--- src/rtl/esc_seq_tx.sv ---
// Escape-sequence transmitter: encodes mode changes as ESC+code and stuffs literal ESC bytes
// as ESC ESC. It also tracks the mode the far-end decoder will end up in.
module esc_seq_tx #(
  parameter logic [7:0] ESC_CHAR  = 8'h1B,
  parameter logic [7:0] CODE_BASE = 8'h30
) (
  input  logic       clk,
  input  logic       reset,
  input  logic [1:0] mode_req,
  input  logic       mode_req_valid,
  output logic       mode_req_ready,
  input  logic [7:0] in_data,
  input  logic       in_valid,
  output logic       in_ready,
  output logic [7:0] out_data,
  output logic       out_valid,
  input  logic       out_ready,
  output logic [1:0] cur_mode
);

  typedef enum logic [1:0] {
    ST_IDLE      = 2'd0,
    ST_MODE_CODE = 2'd1,
    ST_LIT_ESC   = 2'd2
  } state_t;

  localparam logic [1:0] MODE_OFF = 2'd0;

  // A code byte equal to ESC would be mistaken for stuffing, and CODE_BASE+3 must not overflow.
  if ((CODE_BASE == ESC_CHAR) || ((CODE_BASE + 8'd1) == ESC_CHAR) ||
      ((CODE_BASE + 8'd2) == ESC_CHAR) || ((CODE_BASE + 8'd3) == ESC_CHAR) ||
      (CODE_BASE > 8'hFC)) begin : g_bad_code_base
    $error("esc_seq_tx: CODE_BASE..CODE_BASE+3 collides with ESC_CHAR or overflows");
  end

  state_t     state_q;
  logic [7:0] out_data_q;
  logic       out_valid_q;
  logic [1:0] cur_mode_q;
  logic [1:0] pending_q;
  logic       load_ok_s;
  logic       idle_s;

  assign load_ok_s      = !out_valid_q || out_ready;
  assign idle_s         = (state_q == ST_IDLE);
  assign mode_req_ready = idle_s && load_ok_s;
  assign in_ready       = idle_s && load_ok_s && !mode_req_valid;

  assign out_data  = out_data_q;
  assign out_valid = out_valid_q;
  assign cur_mode  = cur_mode_q;

  // Sequencer and output register. A load in the same cycle overrides the post-transfer clear.
  always_ff @(posedge clk or negedge reset) begin
    if (!reset) begin
      state_q     <= ST_IDLE;
      out_data_q  <= 8'h00;
      out_valid_q <= 1'b0;
      cur_mode_q  <= MODE_OFF;
      pending_q   <= MODE_OFF;
    end else begin
      if (out_valid_q && out_ready) begin
        out_valid_q <= 1'b0;
      end
      case (state_q)
        ST_IDLE: begin
          if (mode_req_valid && load_ok_s) begin
            if (mode_req != cur_mode_q) begin
              out_data_q  <= ESC_CHAR;
              out_valid_q <= 1'b1;
              pending_q   <= mode_req;
              state_q     <= ST_MODE_CODE;
            end
          end else if (in_valid && load_ok_s) begin
            if (cur_mode_q != MODE_OFF) begin
              out_data_q  <= in_data;
              out_valid_q <= 1'b1;
              if (in_data == ESC_CHAR) begin
                state_q <= ST_LIT_ESC;
              end
            end
          end
        end
        ST_MODE_CODE: begin
          if (load_ok_s) begin
            out_data_q  <= CODE_BASE + {6'd0, pending_q};
            out_valid_q <= 1'b1;
            cur_mode_q  <= pending_q;
            state_q     <= ST_IDLE;
          end
        end
        ST_LIT_ESC: begin
          if (load_ok_s) begin
            out_data_q  <= ESC_CHAR;
            out_valid_q <= 1'b1;
            state_q     <= ST_IDLE;
          end
        end
        default: begin
          state_q     <= ST_IDLE;
          out_valid_q <= 1'b0;
        end
      endcase
    end
  end

endmodule
--- config.mk ---
export PLATFORM = sky130hd
export DESIGN_NAME = esc_seq_tx
export DESIGN_NICKNAME = d
export VERILOG_FILES = /design/src/rtl/esc_seq_tx.sv
export SDC_FILE = /design/constraint.sdc
export NUM_CORES = 1
export LEC_CHECK = 0
export CAP_MARGIN = 20
export CORE_ASPECT_RATIO = 1.5
export CORE_MARGIN = 2
export CORE_UTILIZATION = 41
export CTS_CLUSTER_DIAMETER = 60
export DETAILED_ROUTE_END_ITERATION = 16
export PLACE_DENSITY = 0.75
export SETUP_SLACK_MARGIN = 0.05
export SLEW_MARGIN = 20
export SYNTH_ARGS = -nofsm -noshare
export SYNTH_HDL_FRONTEND = slang
export SYNTH_SLANG_ARGS = --single-unit
--- constraint.sdc ---
create_clock -name clk -period 1.71 [get_ports clk]
set_input_delay 0.2565 -clock clk [delete_from_list [all_inputs] [get_ports clk]]
set_output_delay 0.2565 -clock clk [all_outputs]
set_load 0.01 [all_outputs]
# == Yosys cells after proc, flatten, opt, wreduce, memory -nomap -nowiden ==
# Cells that the tools add are included.
# classes
eq_ne,11
addsub,1
mux,21
reduce_logical,16
# op_table
cell,count
$mux 8,6
$pmux 8 s3,1
$mux 2,6
$ne 3x1->1 const B,3
$eq 8x5->1 const B,1
$add 6x2->7 const A,1
$mux 1,6
$reduce_and 6->1,1
$logic_and 1x1->1,5
$reduce_and 5->1,1
$ne 2x2->1 const B,2
$pmux 2 s2,1
$ne 3x2->1 const B,1
$reduce_and 3->1,1
$reduce_bool 3->1,1
$eq 2x1->1 const B,1
$eq 2x2->1 const B,1
$logic_not 1->1,2
$logic_not 2->1,1
$ne 2x1->1 const B,1
$ne 2x2->1,1
$pmux 1 s2,1
$reduce_and 2->1,1
$reduce_bool 2->1,1
2 further kinds,2
# totals
output_inout_bits,13
regBits,15

# == Depth between registers and ports, before layout ==
# depth
depth_word,6
mapped_depth,7
depth_no_buf,6

# == Worst setup path before layout ==
# OpenSTA, ideal clock, no wires.
# synth_timing
path_type,reg2reg
startpoint,register state_q[0]
endpoint,register out_data_q[4] (netlist: out_data[4])
stages_incl_launch_ff,7
slack_ns,-0.100
setup_time_ns,0.125
required_time_ns,1.585
arrival_ns,1.685
path_cell_list,dfrtp_1 -> inv_1 -> ha_1 -> clkbuf_1 -> a21oi_1 -> or2b_1 -> mux2_2
# synth_via
elab_chain_cells,3
elab_cells_between_ends,11
# synth_rtl
element,line,rtl
from (decl),36,state_t state_q;
from (signal assigned),56,state_q <= ST_IDLE;
from (signal assigned),72,state_q <= ST_MODE_CODE;
from (signal assigned),79,state_q <= ST_LIT_ESC;
$eq 2x1->1 (tied with other cells),65,case (state_q)
$ne 2x2->1 (no line) (tied with other cells),n/a,
$reduce_and 6->1 (no line),n/a,
to (signal assigned),76,out_data_q <= in_data;
to (signal assigned),86,"out_data_q <= CODE_BASE + {6'd0, pending_q};"
to (decl),37,logic [7:0] out_data_q;
# Several ways; a longest one is shown, not always the timed one.
# A chain may end at the register's enable or synchronous reset.

# == Worst setup path in the final report ==
# layout_timing
startpoint,register state_q[0]
endpoint,register pending_q[0]
# layout_via
elab_chain_cells,2
# layout_rtl
element,line,rtl
$logic_not 2->1,65,
$reduce_and 3->1 (no line),n/a,
to (signal assigned),71,pending_q <= mode_req;
to (decl),40,logic [1:0] pending_q;
# Every way passes these cells.

==> impl_metrics.tcl <==
set metrics [dict create \
    antenna_found_initial 0 \
    yosysMostFrequentCell "dfrtp_1" \
    finalCritPeriodShare 0.977 \
    grt_max_degree 16 \
    nNetsFinal 153 \
    grt_pass1_vias 827 \
    syn_to_final_growth_pct 66.8 \
    dr_wl_met2_mm 1.28 \
    ys_seq_elements 15 \
    ant_nets 0 \
    postSynthAreaPerCell_um2 10.5 \
    min_path_type "in2async" \
    via_per_inst 5.43 \
    synth.distinct_cells 34 \
    finalSetupViolations 0 \
    slowest_stage "dfrtp_1" \
    synth_area_leader_cell "dfrtp_1" \
    die_h_um 61.1 \
    synthFlopType "dfrtp_1" \
    max_freq_ghz 0.599 \
    rsz0062_at_grt "true" \
    synth_top_cell_area_share 0.421 \
    track_usage 0.188 \
    syn_inst 85 \
    grt_pass1_wl_mm 3.59 \
    drv_slew 0 \
    slowest_delay_ns 0.40 \
    num_vias 841 \
    clk_pin_slew_ns 0.09 \
    numCtsBuffers 3 \
    power_mw 2.49 \
    detail_route.wl_per_cell_um 15.3 \
    core_um2 2050 \
    synth_nets 104 \
    place_inst 147 \
    critPathBufInv 2 \
    cap_violations 0 \
    async_flop_share 1.00 \
    cts.path.max_buffers 2 \
    die-area_um2 2570 \
    clk_latency_ns 0.29 \
    crit_path_start_kind "register" \
    route.detailed.drc 0 \
    crit_chain "inv_2, ha_4, nand2_4, a211oi_4, buf_4, mux2_2" \
    grt_overflow 0 \
    leakage_nw 0.675 \
    seq_area_frac_synth 0.421 \
    clock_skew_ns 0.00302 \
    dp_slack_ns -0.277 \
    synth-edff-count 0 \
    cp_top_family "flip-flops" \
    io_buffers 27 \
    worstPathMaxFanout 6 \
    firstDrtPassIters 4 \
    hold_viol 0 \
    critPathRequiredTime_ns 1.90 \
    start_util 0.435 \
    synthTopCellsByCount "dfrtp_1, mux2_2, inv_1, nand2_1" \
    synth.area.top_cells "dfrtp_1, mux2_2, ha_1, mux2i_1, inv_1" \
    gp_congestion 0.818 \
    wl_met1_um 930 \
    finish.utilization 0.725 \
    crit_path_end_kind "register" \
    syn_area_um2 892 \
    path_class "reg2reg" \
    dr.first_iter.drc_count 16 \
    placementRows 20 \
    drive_gt1_frac 0.398 \
    yosys_warnings 0 \
    slew_headroom 0.692 \
    outcome "complete, no violations" \
    nFillCells 152 \
    cts_tree "done" \
    die_width_um 42.1 \
    cts_sinks 15 \
    worst_pin_slew_ns 0.462 \
    cts-htree-levels 1 \
    highest_layer "met4" \
    drt-total-wl_mm 2.38 \
    diodes 0 \
    fin_tns_setup_ns 0 \
    period_minus_slack_ns 1.67 \
    io_pins 28 \
    setup_slack_ns 0.0401 \
    fin_cells 155 \
    arrival_ns 1.86 \
    dpl.hpwl_mm 1.73 \
    p_per_area_nw_per_um2 1670 \
    route.met3.wl_um 102 \
    clockRootBuffer "clkbuf_4" \
    vdd_drop_max_mv 0.860 \
]
[per-layer routing]
layer | GRT usage | up-vias
met2 | 0.350 | 27
met1 | 0.210 | 406
met4 | 0.112 | 0
met5 | 0 | -
li1 | - | 401
met3 | 0.0176 | 7
[state kept, by name, summed over array words and instances (netlist names)]
signal,cells
cur_mode,2
state_q,2
out_data,8
out_valid,1
pending_q,2
[path summary, 6_finish.rpt]
kind	from	end	slack, ns	cells past startpoint
max in group asynchronous	reset	out_data[2]	1.26	2
hold reg to reg	out_data[3]	out_data[3]	0.52	1
hold / removal	reset	out_valid	0.27	2
min in group clk	out_data[3]	out_data[3]	0.52	1
setup reg to reg	state_q[0]	pending_q[0]	0.04	6
setup / recovery	state_q[0]	pending_q[0]	0.04	6
[worst register-to-register path, stage by stage (launching register included)]
cell      delay (ns)
dfrtp_1         0.40
inv_2           0.10
ha_4            0.20
nand2_4         0.07
a211oi_4        0.30
buf_4           0.19
mux2_2          0.32
[cells in the final DEF, fill, tap and decap left out, types with 3 or more instances in the layout]
cell type        instances
dfrtp_1                 15
inv_1                    5
nor2_1                   3
mux2_4                   5
clkbuf_4                 3
nand2_1                  6
mux2_2                   4
mux2i_1                  3
buf_4                   19
clkdlybuf4s50_1         25
ha_4                     3
[power by group]
part / switching [mW] / total, mW / internal (mW)
Clock: 0.125 / 0.212 / 0.0872
Sequential: 0.121 / 0.632 / 0.511
Combinational: 0.688 / 1.64 / 0.956
[final cells by class]
type | count | area (um^2) | area share
inverters | 8 | 32.5 | 0.0219
clock buffers | 3 | 22.5 | 0.0151
well taps | 22 | 27.5 | 0.0185
multi-input cells | 59 | 602 | 0.405
clock inverters | 1 | 5.00 | 0.00336
flip-flops and latches | 15 | 375 | 0.252
repair buffers | 47 | 423 | 0.284
[logic make-up (layout without fill, tap and decap cells)]
| group | Yosys count | after routing | synth area share |
|---|---|---|---|
| xor+xnor | 2 | 2 | 0.0196 |
| mux | 12 | 12 | 0.147 |
| compound gates | 15 | 15 | 0.129 |
| fa+ha+maj | 4 | 4 | 0.0561 |
| simple gates | 26 | 26 | 0.175 |
| flops | 15 | 15 | 0.421 |
| buf+inv | 11 | 59 | 0.0519 |
[what timing repair did]
action | 4_1_cts | 5_1_grt
endpoints found under the setup margin | 11 | 12
pin swaps | 3 | 5
gates resized for setup | 7 | 14
buffers inserted | 2 | 2
hold buffers | 0 | 0
[stage by stage]
stage          instance area, um^2  hold WS [ns]
5_1_grt                       1490         0.277
3_3_place_gp                  1360         0.498
2_1_floorplan                  956       -0.0391
6_report                      1490         0.272
3_5_place_dp                  1360         0.507
4_1_cts                       1430         0.283
No activity file was read; power rests on OpenSTA's default activity.
